**src/rtl/dot_product_sequencer.sv**
```systemverilog
// dot_product_sequencer
// Round-robin front end for a shared 8-element dot-product unit. It grants one
// requester, pulses START, steps the A/B read addresses alongside the unit's
// multiply-accumulate cycles, and returns the result (or a timeout error)
// through a valid/ready response port.
//
// Handshakes:
//   REQ/GNT       : REQ[i] stays high until GNT[i] pulses for one cycle; GNT is
//                   issued only from IDLE, so a pending response blocks grants.
//   RESP          : RESP_VALID rises with RESP_ID/RESP_DATA/RESP_ERR and all
//                   four hold steady until an edge samples RESP_READY=1; that
//                   edge completes the transfer and drops RESP_VALID.
//   CS_START/DONE : CS_START is high for one cycle; DONE is sticky from the
//                   previous operation, so it is only trusted from idx=8 on.
module dot_product_sequencer #(
  parameter int ADDR_W  = 6,
  parameter int TIMEOUT = 15
) (
  input  logic                CLK,
  input  logic                RESET_N,
  input  logic [1:0]          REQ,
  input  logic [2*ADDR_W-1:0] REQ_BASE_A,
  input  logic [2*ADDR_W-1:0] REQ_BASE_B,
  output logic [1:0]          GNT,
  output logic                RESP_VALID,
  input  logic                RESP_READY,
  output logic                RESP_ID,
  output logic [15:0]         RESP_DATA,
  output logic                RESP_ERR,
  output logic                CS_START,
  input  logic                CS_DONE,
  input  logic [15:0]         CS_RESULT,
  output logic [ADDR_W-1:0]   ADDR_A,
  output logic [ADDR_W-1:0]   ADDR_B,
  output logic                BUSY,
  output logic [2:0]          dbg_state
);

  typedef enum logic [2:0] {
    S_DRAIN = 3'd0,
    S_IDLE  = 3'd1,
    S_START = 3'd2,
    S_RUN   = 3'd3,
    S_RESP  = 3'd4
  } state_t;

  // The compute unit is not reset, so after reset we wait out any operation
  // that might still be in flight before accepting new work.
  localparam logic [3:0] DRAIN_CYCLES = 4'd9;

  state_t              state, state_n;
  logic [3:0]          drain_cnt, drain_cnt_n;
  logic                rr_last, rr_last_n;
  logic                id, id_n;
  logic [ADDR_W-1:0]   base_a, base_a_n;
  logic [ADDR_W-1:0]   base_b, base_b_n;
  logic [3:0]          idx, idx_n;

  logic [1:0]          gnt_n;
  logic                cs_start_n;
  logic                resp_valid_n;
  logic                resp_id_n;
  logic [15:0]         resp_data_n;
  logic                resp_err_n;
  logic [ADDR_W-1:0]   addr_a_n;
  logic [ADDR_W-1:0]   addr_b_n;
  logic                busy_n;

  logic                win;
  logic [3:0]          idx_inc;
  logic [2:0]          off;

  assign dbg_state = state;

  // Next-state and next-output logic; every register's next value is computed here.
  always_comb begin
    state_n      = state;
    drain_cnt_n  = drain_cnt;
    rr_last_n    = rr_last;
    id_n         = id;
    base_a_n     = base_a;
    base_b_n     = base_b;
    idx_n        = idx;
    gnt_n        = 2'b00;
    cs_start_n   = 1'b0;
    resp_valid_n = RESP_VALID;
    resp_id_n    = RESP_ID;
    resp_data_n  = RESP_DATA;
    resp_err_n   = RESP_ERR;
    addr_a_n     = ADDR_A;
    addr_b_n     = ADDR_B;
    busy_n       = BUSY;
    win          = 1'b0;
    idx_inc      = idx + 4'd1;
    // Address offset saturates at 7: the unit has consumed all 8 elements by then.
    off          = (idx_inc > 4'd7) ? 3'd7 : idx_inc[2:0];

    case (state)
      S_DRAIN: begin
        if (drain_cnt <= 4'd1) begin
          drain_cnt_n = 4'd0;
          state_n     = S_IDLE;
          busy_n      = 1'b0;
        end else begin
          drain_cnt_n = drain_cnt - 4'd1;
        end
      end

      S_IDLE: begin
        if (REQ != 2'b00) begin
          // Single requester wins outright; a tie goes to whoever was not served last.
          win        = (REQ == 2'b11) ? ~rr_last : REQ[1];
          id_n       = win;
          base_a_n   = win ? REQ_BASE_A[ADDR_W +: ADDR_W] : REQ_BASE_A[0 +: ADDR_W];
          base_b_n   = win ? REQ_BASE_B[ADDR_W +: ADDR_W] : REQ_BASE_B[0 +: ADDR_W];
          addr_a_n   = base_a_n;
          addr_b_n   = base_b_n;
          gnt_n      = win ? 2'b10 : 2'b01;
          cs_start_n = 1'b1;
          busy_n     = 1'b1;
          state_n    = S_START;
        end
      end

      S_START: begin
        idx_n    = 4'd0;
        addr_a_n = base_a;
        addr_b_n = base_b;
        state_n  = S_RUN;
      end

      S_RUN: begin
        idx_n    = idx_inc;
        addr_a_n = base_a + ADDR_W'(off);
        addr_b_n = base_b + ADDR_W'(off);
        if ((idx >= 4'd8) && CS_DONE) begin
          resp_data_n  = CS_RESULT;
          resp_err_n   = 1'b0;
          resp_id_n    = id;
          resp_valid_n = 1'b1;
          state_n      = S_RESP;
        end else if (idx == 4'(TIMEOUT)) begin
          resp_data_n  = 16'd0;
          resp_err_n   = 1'b1;
          resp_id_n    = id;
          resp_valid_n = 1'b1;
          state_n      = S_RESP;
        end
      end

      S_RESP: begin
        if (RESP_READY) begin
          resp_valid_n = 1'b0;
          rr_last_n    = id;
          busy_n       = 1'b0;
          state_n      = S_IDLE;
        end
      end

      default: begin
        state_n = S_DRAIN;
        busy_n  = 1'b1;
      end
    endcase
  end

  // State and registered outputs; reset lands in DRAIN with BUSY high.
  always_ff @(posedge CLK or negedge RESET_N) begin
    if (!RESET_N) begin
      state      <= S_DRAIN;
      drain_cnt  <= DRAIN_CYCLES;
      rr_last    <= 1'b1;
      id         <= 1'b0;
      base_a     <= '0;
      base_b     <= '0;
      idx        <= 4'd0;
      GNT        <= 2'b00;
      CS_START   <= 1'b0;
      RESP_VALID <= 1'b0;
      RESP_ID    <= 1'b0;
      RESP_DATA  <= 16'd0;
      RESP_ERR   <= 1'b0;
      ADDR_A     <= '0;
      ADDR_B     <= '0;
      BUSY       <= 1'b1;
    end else begin
      state      <= state_n;
      drain_cnt  <= drain_cnt_n;
      rr_last    <= rr_last_n;
      id         <= id_n;
      base_a     <= base_a_n;
      base_b     <= base_b_n;
      idx        <= idx_n;
      GNT        <= gnt_n;
      CS_START   <= cs_start_n;
      RESP_VALID <= resp_valid_n;
      RESP_ID    <= resp_id_n;
      RESP_DATA  <= resp_data_n;
      RESP_ERR   <= resp_err_n;
      ADDR_A     <= addr_a_n;
      ADDR_B     <= addr_b_n;
      BUSY       <= busy_n;
    end
  end

endmodule

```
**config.mk**
```make
export PLATFORM = sky130hd
export DESIGN_NAME = dot_product_sequencer
export DESIGN_NICKNAME = d
export VERILOG_FILES = /design/src/rtl/dot_product_sequencer.sv
export SDC_FILE = /design/constraint.sdc
export NUM_CORES = 1
export LEC_CHECK = 0
export ABC_CLOCK_PERIOD_IN_PS = 3300
export BUFFER_PORTS_ARGS = -buffer_cell sky130_fd_sc_hd__buf_2
export CAP_MARGIN = 20
export CORE_MARGIN = 8
export CORE_UTILIZATION = 52
export CTS_CLUSTER_DIAMETER = 150
export CTS_CLUSTER_SIZE = 30
export DETAILED_ROUTE_END_ITERATION = 16
export PLACE_DENSITY_LB_ADDON = 0.3
export SLEW_MARGIN = 10
export SYNTH_ARGS = -nofsm -noshare
export SYNTH_HDL_FRONTEND = slang
export SYNTH_SLANG_ARGS = --single-unit
```
**constraint.sdc**
```tcl
create_clock -name CLK -period 3.3 [get_ports CLK]
set_input_delay 0.495 -clock CLK [delete_from_list [all_inputs] [get_ports CLK]]
set_output_delay 0.495 -clock CLK [all_outputs]
set_load 0.01 [all_outputs]
```
# --- Yosys cells after proc, flatten, opt, wreduce, memory -nomap -nowiden ---
# Index checks and enable logic that the tools add are counted.
totals:
  regBits: 60
  word_cells: 83
  in_bits: 46
classes:
  muxes: 33
  reduce_logical: 15
  order_cmp: 3
  bitwise: 2
  n_eq_ne: 10
  add_sub_neg: 4
ops:
  columns: ["op", "n"]
  rows:
  - ["$pmux 6 s3", 2]
  - ["$mux 16", 2]
  - ["$mux 6", 4]
  - ["$mux 3", 6]
  - ["$pmux 3 s5", 1]
  - ["$add 6x3->6", 2]
  - ["$mux 1", 11]
  - ["$pmux 4 s2", 1]
  - ["$reduce_and 2->1", 4]
  - ["$reduce_and 4->1", 2]
  - ["$reduce_bool 2->1", 4]
  - ["$eq 3x2->1 const B", 2]
  - ["$mux 2", 3]
  - ["$ne 2x2->1 const B", 3]
  - ["$add 4x1->4 const B", 1]
  - ["$eq 4x4->1 const B", 1]
  - ["$ge 4x4->1 const B", 1]
  - ["$gt 4x3->1 const B", 1]
  - ["$le 4x1->1 const B", 1]
  - ["$mux 4", 1]
  - ["$pmux 1 s4", 1]
  - ["$sub 4x1->4 const B", 1]
  - ["$eq 3x1->1 const B", 1]
  - ["$eq 3x3->1 const B", 1]
  - ["other kinds (9)", 10]

# --- Logic depth before layout (Yosys ltp) ---
depth:
  word_depth: 5
  mapped_depth: 10
  mapped_depth_nobuf: 9

# --- Worst setup path before layout ---
# No wires, ideal clock.
synth_timing:
  path_type: "reg-to-reg"
  start: "register idx[3]"
  end: "register ADDR_B[4]"
  path_buffers: 1
  period_less_slack_ns: 2.353
  stages_incl_launch_ff: 11
  arrival_time_ns: 2.227
  slack_ns: 0.947
  cell_sequence: "dfrtp_1 > clkbuf_1 > and3_1 > o21ai_0 > ha_1 > inv_1 > fa_1 > nor2b_1 > o211ai_1 > xnor2_1 > a221o_1"
synth_via:
  elab_chain_cells: 5
synth_lines:
  columns: ["element", "line_no", "text"]
  rows:
  - ["start, declared", "57", "logic [3:0] idx, idx_n;"]
  - ["start signal, assigned", "193", "idx <= idx_n;"]
  - ["$add 4x1->4", "94", "idx_inc = idx + 4'd1;"]
  - ["$gt 4x3->1", "96", "off = (idx_inc > 4'd7) ? 3'd7 : idx_inc[2:0];"]
  - ["$mux 3", "96", null]
  - ["$add 6x3->6", "135", "addr_b_n = base_b + ADDR_W'(off);"]
  - ["$pmux 6 s3", "98", "case (state)"]
  - ["end signal, assigned", "201", "ADDR_B <= addr_b_n;"]
  - ["end, declared", "34", "output logic [ADDR_W-1:0] ADDR_B,"]
# Every way passes these cells.
# A chain may end at the register's enable or synchronous reset.

# --- Worst setup path in the final report ---
# Ends and elaborated chain as after synthesis.

==> results_dict.tcl <==
set metrics [dict create \
    status "completed" \
    netlist_area_mm2 0.003025 \
    clk_pin_slew_worst_paths_ns 0.07 \
    rr_worst_depth 9 \
    drive_gt1_share_pct 31.59 \
    fin_setup_tns_ns 0 \
    ys_seq_area_share_pct 49.79 \
    cpMaxStageDelayCell "dfrtp_1" \
    clkSinkCount 60 \
    synth.top_cell.area_share_pct 46.32 \
    startpoint_type "flip-flop" \
    drt_iter0_markers 122 \
    synth_compound_area_share_pct 18.57 \
    synth_area_leaders "dfrtp_1 (46%), a22o_1 (6.4%), mux2i_1 (5.0%)" \
    layout_common_cells "buf_2 (83), dfrtp_1 (56), nand2_1 (22), a22o_1 (22), nor2_1 (21)" \
    total_power_mw 3.621 \
    htree_levels 3 \
    dp_hpwl_mm 5.004 \
    fp.dieH_um 92.28 \
    ys_types 42 \
    synthFlopType "dfrtp_1" \
    final_nets 418 \
    drc_errors 0 \
    die_width_um 92.28 \
    max_freq_mhz 408.0 \
    max_cap_viol_count 0 \
    dieArea_mm2 0.008515 \
    postCtsSetupBuffers 0 \
    antenna_found_initial 0 \
    fin_crit_sh_pct 74.28 \
    synth_edf_count 0 \
    grt-ovfl-total 0 \
    leakage_nw 1.908 \
    ant_nets 0 \
    dp_slack_ns 0.8840 \
    wl_per_cell_um 15.81 \
    worstPathArrival_ns 2.66 \
    placed_area_mm2 0.003470 \
    slew_violations 0 \
    critical_path_class "reg2reg" \
    grt_pass1_vias 2484 \
    setup_viol 0 \
    design_area_mm2 0.003640 \
    port_buffers 83 \
    finalHoldViolCount 0 \
    r2r-start "idx[3]$_DFFE_PN0N_" \
    vdd_drop_max_mv 0.4850 \
    endpoint_kind "flip-flop" \
    cts_tree "built" \
    worstMarginPinSlew_ns 0.9717 \
    clk_latency_ns 0.33 \
    final_common_cell "buf_2" \
    drt_wl_total_mm 6.892 \
    ctsResizeCount 0 \
    r2r_setup_slack_ns 0.85 \
    grt_usage_pct 16.83 \
    crit_path_max_incr_delay_ns 0.51 \
    synth_top_family_by_area "compound AO/OA/AOI/OAI gates" \
    synth_simple_gate_area_share_pct 12.16 \
    place.gp.congestion 0.7793 \
    start_util_pct 54.28 \
    power.density_mw_per_mm2 994.8 \
    postSynthAreaPerCell_um2 10.88 \
    clock_skew_ns 0.01423 \
    finalCriticalPeriod_ns 2.451 \
    synth_xor_area_share_pct 2.895 \
    cts_inserted_buffers 9 \
    crit_required_ns 3.51 \
    cts.path.max_buffers 2 \
    antennaDiodeCount 0 \
    synthesis.nets 337 \
    hold_class "in2async" \
    whs_ns 0.3162 \
    num_io_pins 84 \
    ys_async_sr_fraction_pct 100.0 \
    maxSlewHeadroom_pct 34.84 \
    synth_seq_cells 60 \
    cts-root-buf "clkbuf_8" \
    grt_pass1_wl_mm 11.62 \
    num_vias 2355 \
    yosys_warnings 0 \
    postCtsHoldBufs 0 \
    setup_ws_ns 0.8489 \
    grt_setup_unrepaired "no" \
    netlist_instances 278 \
    path_cells "and3_1, o21ai_0, ha_1, inv_1, fa_1, nor2b_1, o211ai_1, xnor2_1, a221o_1" \
    areaGrowthSynthToFinish_pct 20.31 \
    worstPathMaxFanout 11 \
    routed_via_density 5.401 \
    startpoint "idx[3]$_DFFE_PN0N_" \
    rows 27 \
    drt_pass1_iterations 4 \
    synth_mux_area_share_pct 6.452 \
    coreArea_mm2 0.005574 \
    yosysTopAreaCell "dfrtp_1" \
    grt_start_max_net_pins 61 \
    synth_fa_ha_area_share_pct 5.873 \
    reg2reg_to "ADDR_B[4]$_DFFE_PN0P_" \
    endpoint "ADDR_B[4]$_DFFE_PN0P_" \
]
==> synthesized netlist by cell type (7+ instances only) <==
cell     number
ha_1         11
a21o_1       12
dfrtp_1      56
inv_1        10
a21oi_1      12
a22o_1       22
nand2_1      22
xor2_1        7
buf_2        10
nor2_1       21
o21ai_0      12
mux2i_1      15
==> worst min path at each step <==
stage | slack [ns] | depth (start not counted) | end
2_1_floorplan | 0.20 | 0 | ADDR_A[0]$_DFFE_PN0P_
3_3_place_gp | 0.46 | 2 | ADDR_B[1]$_DFFE_PN0P_
3_5_place_dp | 0.47 | 2 | BUSY$_DFFE_PN1P_
4_1_cts | 0.33 | 2 | RESP_DATA[12]$_DFFE_PN0P_
5_1_grt | 0.36 | 2 | RESP_DATA[4]$_DFFE_PN0P_
6_report | 0.32 | 2 | GNT[0]$_DFF_PN0_
==> state kept, by name, summed over array words and instances (netlist names), 2 cells and up <==
name / cells
RESP_DATA: 16
dbg_state: 3
idx: 4
GNT: 2
ADDR_A: 6
base_b: 6
ADDR_B: 6
drain_cnt: 4
base_a: 6
==> logic make-up (layout without fill, tap and decap cells) <==
kind of cell             count (synthesis)  count (layout)
AND/OR/NAND/NOR                         72              72
buffers and inverters                   27             113
AO/OA/AOI/OAI                           77              77
flip-flops                              60              60
XOR/XNOR                                10              10
adder cells (fa/ha/maj)                 13              13
multiplexers                            19              19
==> metrics by stage <==
stage	utilization [%]	std cells
2_1_floorplan	-	278
3_3_place_gp	62.24	420
3_5_place_dp	62.24	420
4_1_cts	65.30	436
5_1_grt	65.30	436
6_report	65.30	436
==> metal layers <==
layer,global-route usage [%],vias to the layer above,wire length [um]
li1,-,1157,-
met1,20.51,1133,3074
met2,27.77,58,3394
met3,4.401,7,337
met4,6.577,0,86
met5,0,-,0
==> worst max-delay path, delay by kind of cell (launching register included) <==
family,cells,cell delay [ns]
buf+inv,1,0.06
xor+xnor,1,0.16
simple gates,2,0.37
flops,1,0.51
compound gates,3,0.62
fa+ha+maj,2,0.62
==> final cells by class <==
| type | instances | area [um2] |
|---|---|---|
| timing repair buffer | 87 | 445.4 |
| inverter | 10 | 37.54 |
| multi-input combinational | 191 | 1390 |
| tap | 72 | 90.09 |
| clock buffer | 11 | 141.4 |
| fill | 449 | 1934 |
| sequential | 60 | 1506 |
| clock inverter | 5 | 28.78 |
==> where the power goes <==
group | internal [mW] | switching [mW] | leakage [nW]
logic | 0.832 | 0.917 | 1.08
clock network | 0.289 | 0.272 | 0.0928
registers | 1.06 | 0.247 | 0.736
total | 2.18 | 1.44 | 1.91
(Power assumes the default switching activity.)
